==> config.mk <==
export PLATFORM = sky130hd
export DESIGN_NAME = pipe_stage_reg
export DESIGN_NICKNAME = d
export VERILOG_FILES = /design/src/rtl/pipe_pkg.sv /design/src/rtl/pipe_skid_buf.sv /design/src/rtl/pipe_stage_reg.sv
export SDC_FILE = /design/constraint.sdc
export NUM_CORES = 1
export LEC_CHECK = 0
export ABC_AREA = 1
export ABC_CLOCK_PERIOD_IN_PS = 1600
export CAP_MARGIN = 10
export CORE_MARGIN = 2
export CORE_UTILIZATION = 40
export CTS_CLUSTER_SIZE = 14
export DETAILED_ROUTE_END_ITERATION = 7
export GPL_ROUTABILITY_DRIVEN = 0
export PLACE_DENSITY_LB_ADDON = 0.05
export SLEW_MARGIN = 0
export SYNTH_ARGS = -nofsm -noshare
export SYNTH_HDL_FRONTEND = slang
export SYNTH_HIERARCHICAL = 1
export SYNTH_SLANG_ARGS = --single-unit
export TNS_END_PERCENT = 1
==> constraint.sdc <==
create_clock -name clk -period 1.6 [get_ports clk]
set_clock_uncertainty 0.2 [all_clocks]
set_input_delay 0.24 -clock clk [delete_from_list [all_inputs] [get_ports clk]]
set_output_delay 0.24 -clock clk [all_outputs]
set_load 0.1 [all_outputs]
==> src/rtl/pipe_pkg.sv <==
// rtl/pipe_pkg.sv - shared constants and stage-state type for the RV64I pipeline registers
package pipe_pkg;

    localparam logic [2:0] HOLD_NONE = 3'd0;
    localparam logic [2:0] HOLD_PC   = 3'd1;
    localparam logic [2:0] HOLD_IF   = 3'd2;
    localparam logic [2:0] HOLD_ID   = 3'd3;
    localparam logic [2:0] HOLD_EX   = 3'd4;

    localparam logic [31:0] NOP_INSN = 32'h00000013;

    typedef enum logic [1:0] {
        ST_EMPTY = 2'd0,
        ST_FULL  = 2'd1,
        ST_SKID  = 2'd2
    } stage_state_e;

    function automatic logic [1:0] state_occ(input stage_state_e s);
        case (s)
            ST_FULL: state_occ = 2'd1;
            ST_SKID: state_occ = 2'd2;
            default: state_occ = 2'd0;
        endcase
    endfunction

endpackage

==> src/rtl/pipe_skid_buf.sv <==
// rtl/pipe_skid_buf.sv - single data/valid entry with load and clear
module pipe_skid_buf #(
    parameter int DW = 64
) (
    input  logic          clk,
    input  logic          rst,
    input  logic          load,
    input  logic          clear,
    input  logic [DW-1:0] load_data,
    output logic          valid,
    output logic [DW-1:0] data
);

    always_ff @(posedge clk) begin
        if (rst || clear) begin
            valid <= 1'b0;
            data  <= '0;
        end else if (load) begin
            valid <= 1'b1;
            data  <= load_data;
        end
    end

endmodule

==> src/rtl/pipe_stage_reg.sv <==
// rtl/pipe_stage_reg.sv - inter-stage pipeline register with hold, flush and optional skid (PIPE_STAGE_SKID_EN)
module pipe_stage_reg
    import pipe_pkg::*;
#(
    parameter int              DW         = 64,
    parameter int              HOLD_W     = 3,
    parameter int              STAGE_IDX  = 3,
    parameter logic [DW-1:0]   BUBBLE_VAL = {DW{1'b0}}
) (
    input  logic              clk,
    input  logic              rst,
    input  logic              in_valid_i,
    output logic              in_ready_o,
    input  logic [DW-1:0]     in_data_i,
    output logic              out_valid_o,
    input  logic              out_ready_i,
    output logic [DW-1:0]     out_data_o,
    input  logic [HOLD_W-1:0] hold_level_i,
    input  logic              flush_i,
    output logic [1:0]        occ_o
);

    localparam logic [31:0] STAGE_THR = STAGE_IDX;

    stage_state_e  state_q, state_d;
    logic [DW-1:0] main_q, main_d;
    logic          held;
    logic          in_xfer;
    logic          out_xfer;

    // Zero-extend before comparing so a STAGE_IDX beyond the bus range never truncates.
    assign held = ({{(32-HOLD_W){1'b0}}, hold_level_i} >= STAGE_THR);

`ifdef PIPE_STAGE_SKID_EN
    logic          skid_valid;
    logic          skid_load;
    logic          skid_clear;
    logic [DW-1:0] skid_data;

    pipe_skid_buf #(
        .DW(DW)
    ) u_skid (
        .clk       (clk),
        .rst       (rst),
        .load      (skid_load),
        .clear     (skid_clear),
        .load_data (in_data_i),
        .valid     (skid_valid),
        .data      (skid_data)
    );

    // Registered term only: out_ready_i never reaches in_ready_o here.
    assign in_ready_o = ~rst & ~held & (flush_i | ~skid_valid);
`else
    assign in_ready_o = ~rst & ~held & (flush_i | ~out_valid_o | out_ready_i);
`endif

    assign out_valid_o = (state_q != ST_EMPTY);
    assign out_data_o  = main_q;
    assign occ_o       = state_occ(state_q);

    assign in_xfer  = in_valid_i & in_ready_o;
    assign out_xfer = out_valid_o & out_ready_i & ~held;

    always_comb begin
        state_d = state_q;
        main_d  = main_q;
`ifdef PIPE_STAGE_SKID_EN
        skid_load  = 1'b0;
        skid_clear = 1'b0;
`endif
        if (flush_i) begin
            state_d = ST_EMPTY;
            main_d  = BUBBLE_VAL;
`ifdef PIPE_STAGE_SKID_EN
            skid_clear = 1'b1;
`endif
        end else begin
            case (state_q)
                ST_EMPTY: begin
                    if (in_xfer) begin
                        state_d = ST_FULL;
                        main_d  = in_data_i;
                    end
                end
                ST_FULL: begin
                    if (out_xfer && in_xfer) begin
                        main_d = in_data_i;
                    end else if (out_xfer) begin
                        state_d = ST_EMPTY;
                        main_d  = BUBBLE_VAL;
                    end
`ifdef PIPE_STAGE_SKID_EN
                    else if (in_xfer) begin
                        state_d   = ST_SKID;
                        skid_load = 1'b1;
                    end
`endif
                end
`ifdef PIPE_STAGE_SKID_EN
                ST_SKID: begin
                    if (out_xfer) begin
                        state_d    = ST_FULL;
                        main_d     = skid_data;
                        skid_clear = 1'b1;
                    end
                end
`endif
                default: begin
                    state_d = ST_EMPTY;
                    main_d  = BUBBLE_VAL;
                end
            endcase
        end
    end

    always_ff @(posedge clk) begin
        if (rst) begin
            state_q <= ST_EMPTY;
            main_q  <= BUBBLE_VAL;
        end else begin
            state_q <= state_d;
            main_q  <= main_d;
        end
    end

endmodule
==> impl_metrics.csv <==
group,metric,value,unit
outcome,status,"finished, violations left",
outcome,violations,"negative setup slack",
worst_setup_path,cp-end-kind,"output pin",
cells_and_area,n_antenna_cell,0,
cts,clk_latency,0.33,ns
floorplanning,die_w,87.84,um
cells_and_area,final_nets,657,
synthesis,syn_nets,505,
floorplanning,die_area,7715,um^2
synthesis,ys_seq_area_share,46.28,%
cts,numCtsBuffers,9,
cts,root_buffer,"clkbuf_8",
placed_design,dp.cells,654,
power_and_ir_drop,ir_drop,0.5326,mV
synthesis,synth_area_leader_cell,"dfxtp_1",
global_route,grt_max_degree,38,
sta,fmax,603.2,MHz
worst_setup_path,critical_path_class,"flop to output pin",
synthesis,synth.distinct_cells,14,
power_and_ir_drop,pwr-share-comb,24.1,%
hold_path,hold_path_class,"input pin to flop",
power_and_ir_drop,power_density,721.2,nW/um^2
synthesis,yosysTopAreaCellShare,46.28,%
floorplanning,ioPinCount,140,
placed_design,dp_hpwl,5703,um
global_route,grtUsageTotal,20.48,%
global_route,antenna_found_initial,0,
cells_and_area,mostFrequentLayoutCell,"nand2_1",
worst_setup_path,crit_fanout,2,
floorplanning,core.rowCount,30,
routing,wl_per_cell,13.18,um
worst_setup_path,required,1.16,ns
power_and_ir_drop,p_clk_share,33.9,%
power_and_ir_drop,p_int,2.854,mW
global_route,grt_pass1_wl,12390,um
cells_and_area,layout_common_cells,"nand2_1, nor2_1, buf_12",
cts,clk_pin_slew,0.07,ns
cells_and_area,drive_above_1_share,23.90,%
sta,rsz0062_at_grt,"yes",
placed_design,placedInstanceArea,5000,um^2
placed_design,io_buffer_count,138,
floorplanning,die_y,87.84,um
routing,first_iter_violations,138,
cells_and_area,instances_no_fill,686,
sta,period_share,103.6,%
routing,antenna_left,0,
synthesis,yosys_warnings,6,
sta,fin_ws,-0.05785,ns
worst_setup_path,startpoint_type,"flop",
cells_and_area,seqCellArea,1305,um^2
routing,drc,0,
cts,cts_tree,"built",
floorplanning,core_area,6794,um^2
floorplanning,start_util,41.38,%
cts,clkSinkCount,65,
sta,setup_viol,7,
routing,first_pass_iters,4,
power_and_ir_drop,power_switching_share,29.04,%
routing,wl,9042,um
routing,via_count,3138,
cells_and_area,final.fill_count,413,
synthesis,synth_area_leaders,"dfxtp_1, nand2_1, nor2_1",
run,drv_cap,0,
cells_and_area,multi_input_area,1420,um^2
sta,period_minus_slack,1.658,ns
synthesis,netlist_area,2811,um^2
synthesis,postSynthAreaPerCell,6.493,um^2
cts,htreeDepth,3,
synthesis,syn_inst,433,
global_route,grt.overflow.total,0,
sta,final-hold-violation-count,0,
cts,ctsHoldBuffers,0,
cells_and_area,fin_area,5577,um^2
cts,clock_path_buffers,2,
global_route,grt_pass1_vias,2895,
routing,vias_per_cell,4.574,
sta,drv_slew,0,
synthesis,synth_seq_cells,65,
power_and_ir_drop,p_sw,1.168,mW
power_and_ir_drop,seqPwrFrac,42.0,%
cells_and_area,synthToLayoutAreaGrowth,98.35,%
cells_and_area,post-route-util,82.08,%
power_and_ir_drop,total_power,4.022,mW
power_and_ir_drop,p_leak,2.360,nW
worst_setup_path,cp_data_arrival_time,1.22,ns
[cells by family (layout without fill, tap and decap cells)]
| logic type | Yosys count | after routing | synth area share [%] |
|---|---|---|---|
| AND/OR/NAND/NOR | 333 | 335 | 44.86 |
| buffers and inverters | 33 | 188 | 8.455 |
| flip-flops | 65 | 65 | 46.28 |
| other | 1 | 1 | 0.1334 |
| AO/OA/AOI/OAI | 1 | 1 | 0.2671 |
[cell type report]
class / count / area share (%)
repair buffers: 168 / 45.28
multi-input cells: 337 / 25.47
flip-flops and latches: 65 / 23.40
clock buffers: 13 / 2.670
well taps: 96 / 2.154
clock inverters: 3 / 0.7180
inverters: 4 / 0.3141
[synth_stat cells]
library cell,number
clkbuf_1,4
conb_1,1
nand3_1,2
nand4_1,1
buf_6,10
buf_4,8
nand2_2,1
buf_2,7
nand3b_1,1
inv_1,4
nand2_1,197
dfxtp_1,65
nor2_1,131
a21boi_0,1
[power groups by stage]
stage / logic, mW / clock network (mW) / registers, mW
floorplan: 0.270 / 0 / 1.95
global placement: 0.875 / 0 / 1.72
detailed placement: 0.885 / 0 / 1.72
CTS: 0.893 / 1.40 / 1.69
global route: 1.03 / 1.47 / 1.69
finish: 0.970 / 1.36 / 1.69
[timing repair]
action,4_1_cts,5_1_grt
setup buffers,2,2
cloned,0,12
gates resized for setup,8,31
setup endpoints to repair,19,67
pin swaps,4,23
[critical path, stage by stage (launching register included)]
cell	delay, ns
dfxtp_4	0.34
nand3b_1	0.10
buf_4	0.13
nand2_4	0.05
nor2_4	0.09
buf_12	0.18
[final timing paths]
| kind | start | to | slack [ns] | cells past startpoint |
|---|---|---|---|---|
| worst max-delay path | state_q[0]$_SDFFE_PP0P_ | in_ready_o | -0.06 | 5 |
| worst min-delay path | hold_level_i[2] | state_q[0]$_SDFFE_PP0P_ | 0.22 | 6 |
| worst max register to register | state_q[0]$_SDFFE_PP0P_ | out_data_o[12]$_SDFFE_PP0P_ | -0.05 | 9 |
| worst min register to register | out_data_o[48]$_SDFFE_PP0P_ | out_data_o[48]$_SDFFE_PP0P_ | 0.32 | 2 |
[state kept, by name, summed over array words and instances (netlist names)]
register / cells
state_q: 1
out_data_o: 64
[metrics by stage]
step	setup WS, ns	TNS, ns	hold WS, ns
global placement	-0.3074	-18.57	0.3041
detailed placement	-0.4421	-21.85	0.3087
floorplan	-0.03121	-1.708	0.2417
CTS	-0.07935	-0.1067	0.2260
finish	-0.05785	-0.1698	0.2181
global route	-0.1181	-5.015	0.2446
[layer usage]
metal,track usage [%],vias up,part of all wire [%]
met5,0,-,0
met4,9.371,0,2.4
met3,6.598,20,7.9
met2,36.16,116,50
met1,22.26,1407,40
li1,-,1595,-
(Power assumes the default switching activity.)
